==> src/rtl/crc_pkg.sv <==
// Shared constants for the serial CRC-8 generator.
// Width, reset/reseed value and feedback tap mask.
package crc_pkg;

  localparam int          CRC8_WIDTH = 8;
  localparam logic [7:0]  CRC8_SEED  = 8'hD8;
  localparam logic [7:0]  CRC8_TAPS  = 8'h44;

endpackage

==> src/rtl/lfsr_crc8.sv <==
// Serial CRC-8: absorbs DATA (LSB first) while ACTIVE, then shifts CRC out.
// Ports: CLK, RST (async low), ACTIVE, DATA in; CRC, Valid registered out.
module lfsr_crc8
  import crc_pkg::*;
#(
  parameter int               WIDTH = CRC8_WIDTH,
  parameter logic [WIDTH-1:0] SEED  = CRC8_SEED,
  parameter logic [WIDTH-1:0] TAPS  = CRC8_TAPS
) (
  input  logic CLK,
  input  logic RST,
  input  logic ACTIVE,
  input  logic DATA,
  output logic CRC,
  output logic Valid
);

  localparam int CW = $clog2(WIDTH);

  // feedback lands in the MSB as well as the tapped bits
  localparam logic [WIDTH-1:0] FB_MASK =
    {1'b1, TAPS[WIDTH-2:0]};

  localparam logic [CW-1:0] LAST = CW'(WIDTH - 1);

  logic [WIDTH-1:0] lfsr_q, lfsr_d;
  logic [CW-1:0]    cnt_q, cnt_d;
  logic             armed_q, armed_d;
  logic             crc_q, crc_d;
  logic             vld_q, vld_d;

  logic [WIDTH-1:0] base;
  logic             fb;

  always_comb begin
    lfsr_d  = lfsr_q;
    cnt_d   = cnt_q;
    armed_d = armed_q;
    crc_d   = 1'b0;
    vld_d   = 1'b0;
    // a nonzero count means output is in flight;
    // a new message then restarts from SEED
    base    = (cnt_q != '0) ? SEED : lfsr_q;
    fb      = DATA ^ base[0];
    if (ACTIVE) begin
      lfsr_d  = (base >> 1) ^ ({WIDTH{fb}} & FB_MASK);
      armed_d = 1'b1;
      cnt_d   = '0;
    end else if (armed_q) begin
      crc_d = lfsr_q[0];
      vld_d = 1'b1;
      if (cnt_q == LAST) begin
        lfsr_d  = SEED;
        cnt_d   = '0;
        armed_d = 1'b0;
      end else begin
        lfsr_d = lfsr_q >> 1;
        cnt_d  = cnt_q + 1'b1;
      end
    end
  end

  always_ff @(posedge CLK or negedge RST) begin
    if (!RST) begin
      lfsr_q  <= SEED;
      cnt_q   <= '0;
      armed_q <= 1'b0;
      crc_q   <= 1'b0;
      vld_q   <= 1'b0;
    end else begin
      lfsr_q  <= lfsr_d;
      cnt_q   <= cnt_d;
      armed_q <= armed_d;
      crc_q   <= crc_d;
      vld_q   <= vld_d;
    end
  end

  assign CRC   = crc_q;
  assign Valid = vld_q;

endmodule

==> config.mk <==
export PLATFORM = sky130hd
export DESIGN_NAME = lfsr_crc8
export DESIGN_NICKNAME = d
export VERILOG_FILES = /design/src/rtl/crc_pkg.sv /design/src/rtl/lfsr_crc8.sv
export SDC_FILE = /design/constraint.sdc
export NUM_CORES = 1
export LEC_CHECK = 0
export ABC_CLOCK_PERIOD_IN_PS = 3410
export BUFFER_PORTS_ARGS = -buffer_cell sky130_fd_sc_hd__buf_4
export CORE_MARGIN = 5
export CORE_UTILIZATION = 45
export CTS_BUF_LIST = sky130_fd_sc_hd__clkbuf_16
export DETAILED_ROUTE_END_ITERATION = 10
export PLACE_DENSITY = 0.72
export SYNTH_ARGS = -nofsm -noshare
export SYNTH_HDL_FRONTEND = slang
export SYNTH_SLANG_ARGS = --single-unit
==> constraint.sdc <==
create_clock -name CLK -period 3.41 [get_ports CLK]
set_input_delay 0.1705 -clock CLK [delete_from_list [all_inputs] [get_ports CLK]]
set_output_delay 0.1705 -clock CLK [all_outputs]
set_load 0.1 [all_outputs]
==> impl_results.md, run 1 <==
* Status: complete, no violations
* Antenna diodes at 0
* Vias per cell at about 5.6
* # IOs at 6
* Final setup violation count at 0
* CP max-delay cell: dfrtp_1
* Worst Hold Class: in2reg
* Final design utilization at between 50% and 60%
* Pins over their slew limit at 0
* Pint at about 0.39 mW
* CTS Root Buffer Type: clkbuf_16
* Initial core utilization at 48.0%
* Flop pwr share at 41.2%
* Die Height at between 50 and 60 um
* Crit path buf inv count at 1
* H-tree depth at 1
* Die W at approximately 50 um
* Ordered cell list for the critical path: inv_1 > ha_1 > nand2b_4 > or3_1 > a31o_1
* CP Capture Type: register
* Psw at about 0.13 mW
* Syn_nets at 79
* Post-synth top area share at between 30% and 40%
* Switching share of power at 25.7%
* Period minus WS final at 1.49 ns
* Setup Total Neg Slack at 0 ns
* Worst slew margin at a little over three fifths
* All-Layer GR Usage at about an eighth
* First-pass GRT wire length at 2290 um
* Worst Path Max Fanout at 8
* Nets@finish at 87
* Fmax at about 0.67 GHz
* Seq/Total Area, Yosys at 48.5%
* Post-CTS setup buffer count at 0
* Largest cells by area after synthesis: dfrtp_1 34%, dfstp_2 14%, ha_1 5.1%
* Leak at between 0.3 and 0.4 nW
* Gr ovfl total at 0
* Count of different cell masters after synthesis at 23
* Max_cap viols at 0
* Syn Inst Count at 72
* Via count at approximately 530
* ANT nets after route at 0
* First DRT Iteration DRCs at 7
* Post-Route WL at around 1300 um
* Worst hold slack at 0.236 ns
* Post-Syn Area at 732 sq um
* First drt pass iteration count at 4
* Post_cts resized at 0
* # rows at 14
* Input/output buffers at 5
* Final hold violations at 0
* VDD IR max at ~340 uV
* Fraction of layout cells with a size suffix above 1 at 16.5%
* Clock Tree Buf Depth at 2
* Synth Warn # at 0
* Antenna violations before repair at 0
* Sink Count at 14
* DRC viols at 0
* Seq cells post-synth at 14
* Cts bufs inserted at 3
* Avg WL per Cell at about 14 um
* Routability Congestion at about 0.79
* Clock latency on the worst-skew pair at approximately 0.24 ns
* Number of global-route vias before repair at 519
* Crit start category: register
* Clock power share at approximately two fifths
* Synth area leader: dfrtp_1
* Reg clk slew, reported paths at 0.04 ns
* Tcrit/Tclk final at 43.6%
* Core area at 1520 sq um
* Worst EP arrival at around 1.6 ns
* Worst-margin pin slew at 0.560 ns
* Syn avg cell area at ~10 sq um
* Area Growth Syn to Fin at 17.9%
* P per Cell Area at about 600 nW/um^2
* Critical path required time at approximately 3.5 ns
* Pin count of the biggest net entering global routing at 22
* Detailed placement HPWL at slightly below 900 um
* Critical path class: reg2reg
* Combinational power share at about 17%
* CP delay by family, top: simple AND/OR/NAND/NOR gates
* Die area at approximately 2500 sq um
* Final clock skew at ~0.0027 ns
* Fill cell count at 140
* Hold buffers post-CTS at 1
* CTS tree: yes
* Worst path max stage delay at roughly 0.4 ns
* RSZ-0062 raised after global routing: false
-- registers in the layout, indices dropped and copies added (netlist names) --
| name | cells |
|---|---|
| CRC | 1 |
| Valid | 1 |
| armed_q | 1 |
| cnt_q | 3 |
| lfsr_q | 8 |
-- worst reg2reg max path: cells and delay by family, from the launching register on --
| kind | cells | cell delay (ns) |
|---|---|---|
| compound gates | 1 | 0.22 |
| fa+ha+maj | 1 | 0.23 |
| buf+inv | 1 | 0.07 |
| flops | 1 | 0.40 |
| simple gates | 2 | 0.45 |
-- power groups by stage --
stage	Sequential (mW)	Combinational, mW	Clock, mW
final	0.215	0.0883	0.218
after global routing	0.219	0.0981	0.237
after CTS	0.215	0.0887	0.226
after detailed placement	0.217	0.0874	0
after global placement	0.216	0.0853	0
after floorplan	0.225	0.0558	0
-- cell type report --
| class | instances | area (sq um) | area share, % |
|---|---|---|---|
| clock buffers | 3 | 75.1 | 8.70 |
| clock inverters | 1 | 3.75 | 0.435 |
| inverters | 2 | 7.51 | 0.870 |
| multi-input cells | 53 | 354 | 41.0 |
| flip-flops and latches | 14 | 355 | 41.2 |
| well taps | 16 | 20.0 | 2.32 |
| repair buffers | 6 | 47.5 | 5.51 |
-- cell families (layout without fill, tap and decap cells) --
family | after synthesis | count (layout) | share of synthesized area, %
and+or+nand+nor | 25 | 25 | 19.5
AOI/OAI and AO/OA | 19 | 19 | 16.1
DFF | 14 | 14 | 48.5
buffers and inverters | 5 | 12 | 3.08
adders and majority gates | 3 | 3 | 5.13
xor gates and xnor gates | 3 | 3 | 3.59
muxes | 3 | 3 | 4.10
-- per-layer routing --
layer  part of all wire [%]  vias to the layer above  track usage [%]
li1                       -                      269                -
met1                     49                      251             15.1
met2                     45                        7             17.8
met3                    4.4                        4             3.55
met4                    1.4                        0             7.66
met5                      0                        -                0
-- metrics by stage --
stage / power, mW / setup slack (ns) / instances / instance area (sq um)
after floorplan: 0.281 / 2.02 / 72 / 732
after global placement: 0.302 / 1.98 / 90 / 774
after detailed placement: 0.305 / 1.94 / 90 / 774
after CTS: 0.530 / 1.93 / 95 / 863
after global routing: 0.554 / 1.83 / 95 / 863
final: 0.521 / 1.92 / 95 / 863
-- synth_stat cells --
master and n:
dfrtp_1 10, nor2_1 7, a21oi_1 5, nor2b_1 5, o21ai_0 5, dfstp_2 4, ha_1 3, mux2i_1 3
nand2_1 3, nand2b_1 3, nand3b_1 3, o22ai_1 3, xor2_1 3, a211oi_1 2, a31o_1 2, clkbuf_1 2
inv_1 2, or3_1 2, a22oi_1 1, and2_1 1, buf_4 1, nand2b_4 1, o32ai_1 1
-- layout by cell type, fill, tap and decap left out, drive strengths merged --
cell type    synthesis  routed
a21oi                5       5
nor2b                5       5
dfrtp               10      10
nor2                 7       7
nand2                3       3
o32ai                1       1
ha                   3       3
mux2i                3       3
xor2                 3       3
o21ai                5       5
clkinv               0       1
dlygate4sd3          0       1
buf                  1       5
dfstp                4       4
nand2b               4       4
a22oi                1       1
nand3b               3       3
inv                  2       2
a31o                 2       2
a211oi               2       2
or3                  2       2
and2                 1       1
clkbuf               2       3
o22ai                3       3
-- worst paths after layout --
path                           start        end  slack, ns  cells after the start
max reg2reg                 cnt_q[0]  lfsr_q[2]       1.92                      5
min in group asynchronous        RST  lfsr_q[2]       0.32                      2
max                         cnt_q[0]  lfsr_q[2]       1.92                      5
max in group asynchronous        RST  lfsr_q[6]       2.85                      2
min                           ACTIVE  lfsr_q[4]       0.24                      2
min reg2reg                lfsr_q[5]  lfsr_q[5]       0.55                      2
(Power assumes the default switching activity.)
==> run 2: changes to the inputs <==
Settings changed: ABC_AREA set to 1, ABC_CLOCK_PERIOD_IN_PS 3410 to 1500.
Clock period 3.41 ns to 1.5 ns, I/O delays scaled along.
==> impl_results.md, run 2 <==
* Avg WL per Cell at approximately 13 um
* Fin area at around 850 sq um
* Top flop regs: lfsr_q (8), cnt_q (3)
* Max_cap viols at 0
* Critical path required time at roughly 1.7 ns
* FFs w/ async S/R, synth at 100%
* P per Cell Area at roughly 1500 nW/um^2
* CP Capture Type: register
* Antenna violations before repair at 0
* Leak at ~0.42 nW
* Antenna diodes at 0
* Period minus WS final at ~1.4 ns
* Capturing point of the worst reg2reg path: lfsr_q[2]
* Core area at roughly 1500 sq um
* Largest cells by area after synthesis: dfrtp_1 35%, dfstp_2 15%, nand2_1 7.4%
* EDFF count, synth at 0
* First drt pass iteration count at 4
* Post-synth top area share at approximately a third
* CP max-delay cell: dfrtp_1
* Tcrit/Tclk final at 92.0%
* Syn Inst Count at 79
* Via count at between 500 and 600
* Worst hold slack at about 0.12 ns
* Cts bufs inserted at 3
* First DRT Iteration DRCs at 13
* Initial core utilization at a little under half
* Syn_nets at 86
* Fill cell count at between 100 and 150
* ANT nets after route at 0
* Reg clk slew, reported paths at 0.05 ns
* Critical path class: reg2reg
* All-Layer GR Usage at 12.8%
* Fmax at ~0.72 GHz
* Setup slack, reg-to-reg at 0.12 ns
* Count of different cell masters after synthesis at 22
* Nets@finish at 96
* CTS Root Buffer Type: clkbuf_16
* Area Growth Syn to Fin at 19.3%
* Final design utilization at between 50% and 60%
* Vias per cell at approximately 5.3
* First-pass GRT wire length at ~2400 um
* Post-CTS setup buffer count at 0
* Biggest register: lfsr_q
* Post-synth top cells: 14 x nand2_1, 10 x dfrtp_1, 10 x nand3_1
* Sink Count at 14
* Worst setup path end: lfsr_q[2]
* Worst Hold Class: in2reg
* Reg2Reg Launch Point: cnt_q[0]
* Pins over their slew limit at 0
* Status: complete, no violations
* Worst EP arrival at 1.56 ns
* Detailed placement HPWL at between 900 and 1000 um
* Fraction of layout cells with a size suffix above 1 at between 20% and 30%
* RSZ-0062 raised after global routing: false
* Clock Tree Buf Depth at 2
* Clock latency on the worst-skew pair at approximately 0.24 ns
* Final setup violation count at 0
* Worst slew margin at roughly four fifths
* # IOs at 6
* VDD IR max at about 640 uV
* Largest register FFs at 8
* Worst Path Max Fanout at 7
* Crit start category: register
* Commonest cells after routing, fill and taps aside: 14 x nand2_1, 10 x dfrtp_1, 10 x nand3_1, 8 x inv_1, 6 x inv_2
* Ordered cell list for the critical path: ha_1 > ha_1 > o21ai_4 > inv_2 > a21oi_2 > nand2_1 > nand2_1
* Routability Congestion at around 0.77
* Pwr Total at ~1.2 mW
* H-tree depth at 1
* Area after DPL at approximately 760 sq um
* Seq cells post-synth at 14
* Die W at 49.8 um
* CTS tree: yes
* Die Height at ~50 um
* Worst path max stage delay at 0.39 ns
* Final hold violations at 0
* Post-Syn Area at ~700 sq um
* Syn avg cell area at around 9 sq um
* CP Launch Point: cnt_q[0]
* Reg2Reg Depth at 7
* Predominant post-synthesis flop cell: dfrtp_1
* Most common cell after layout, fill and taps aside: nand2_1
* Post-Route WL at around 1400 um
* DRC viols at 0
* Gr ovfl total at 0
* Final clock skew at approximately 0.0043 ns
* Synth area leader: dfrtp_1
* Number of global-route vias before repair at about 550
* Die area at between 2000 and 2500 sq um
* Seq/Total Area, Yosys at 49.9%
* Most numerous cell in the Yosys netlist: nand2_1
* # rows at 14
* Worst-margin pin slew at about 0.28 ns
* Setup Total Neg Slack at 0 ns
* Synth Warn # at 0
* Pin count of the biggest net entering global routing at 15
* Input/output buffers at 5
-- run 2: logic make-up after synthesis --
kind of cell / Yosys count / share of synthesized area [%]
compound gates: 13 / 12.5
fa+ha+maj: 3 / 5.27
buf+inv: 15 / 9.67
flops: 14 / 49.9
simple gates: 34 / 22.7
-- run 2: cell type report --
class                      instances  area, sq um  area share, %
clock buffer                       3         75.1           8.84
clock inverter                     1         3.75          0.442
inverter                          14         57.6           6.77
multi-input combinational         50          290           34.2
sequential                        14          355           41.8
tap                               16         20.0           2.36
timing repair buffer               6         47.5           5.60
-- run 2: layer usage --
layer / vias up / GRT usage [%] / wire length, um
met5: - / 0 / 0
met4: 0 / 9.17 / 42
met3: 4 / 2.11 / 70
met2: 21 / 20.3 / 674
met1: 248 / 15.4 / 613
li1: 275 / - / -
-- run 2: stage by stage --
step / setup slack (ns) / cells
2_1_floorplan: 0.207 / 79
3_3_place_gp: 0.164 / 99
3_5_place_dp: 0.103 / 99
4_1_cts: 0.0837 / 104
5_1_grt: 0.0177 / 104
6_report: 0.119 / 104
-- run 2: where the power goes --
group	switching (mW)	internal, mW
Combinational	0.160	0.0845
Clock	0.145	0.351
Sequential	0.0363	0.458
Total	0.341	0.893
-- run 2: worst max-delay path: cells and delay by family (launching register included) --
kind | cells | cell delay (ns)
DFF | 1 | 0.39
adders and majority gates | 2 | 0.44
buffers and inverters | 1 | 0.06
and+or+nand+nor | 2 | 0.11
AOI/OAI and AO/OA | 2 | 0.32
-- run 2: timing repair --
action / CTS / global route
hold buffers: 1 / 0
endpoints found under the setup margin: 0 / 2
gates resized for setup: 0 / 1
endpoints found under the hold margin: 14 / 0
-- run 2: how the worst min path moves through the flow --
stage          startpoint        to  cells past startpoint
2_1_floorplan         RST       CRC                      0
3_3_place_gp          RST  cnt_q[1]                      1
5_1_grt            ACTIVE     Valid                      2
3_5_place_dp          RST  cnt_q[2]                      1
4_1_cts            ACTIVE       CRC                      2
6_report           ACTIVE     Valid                      2
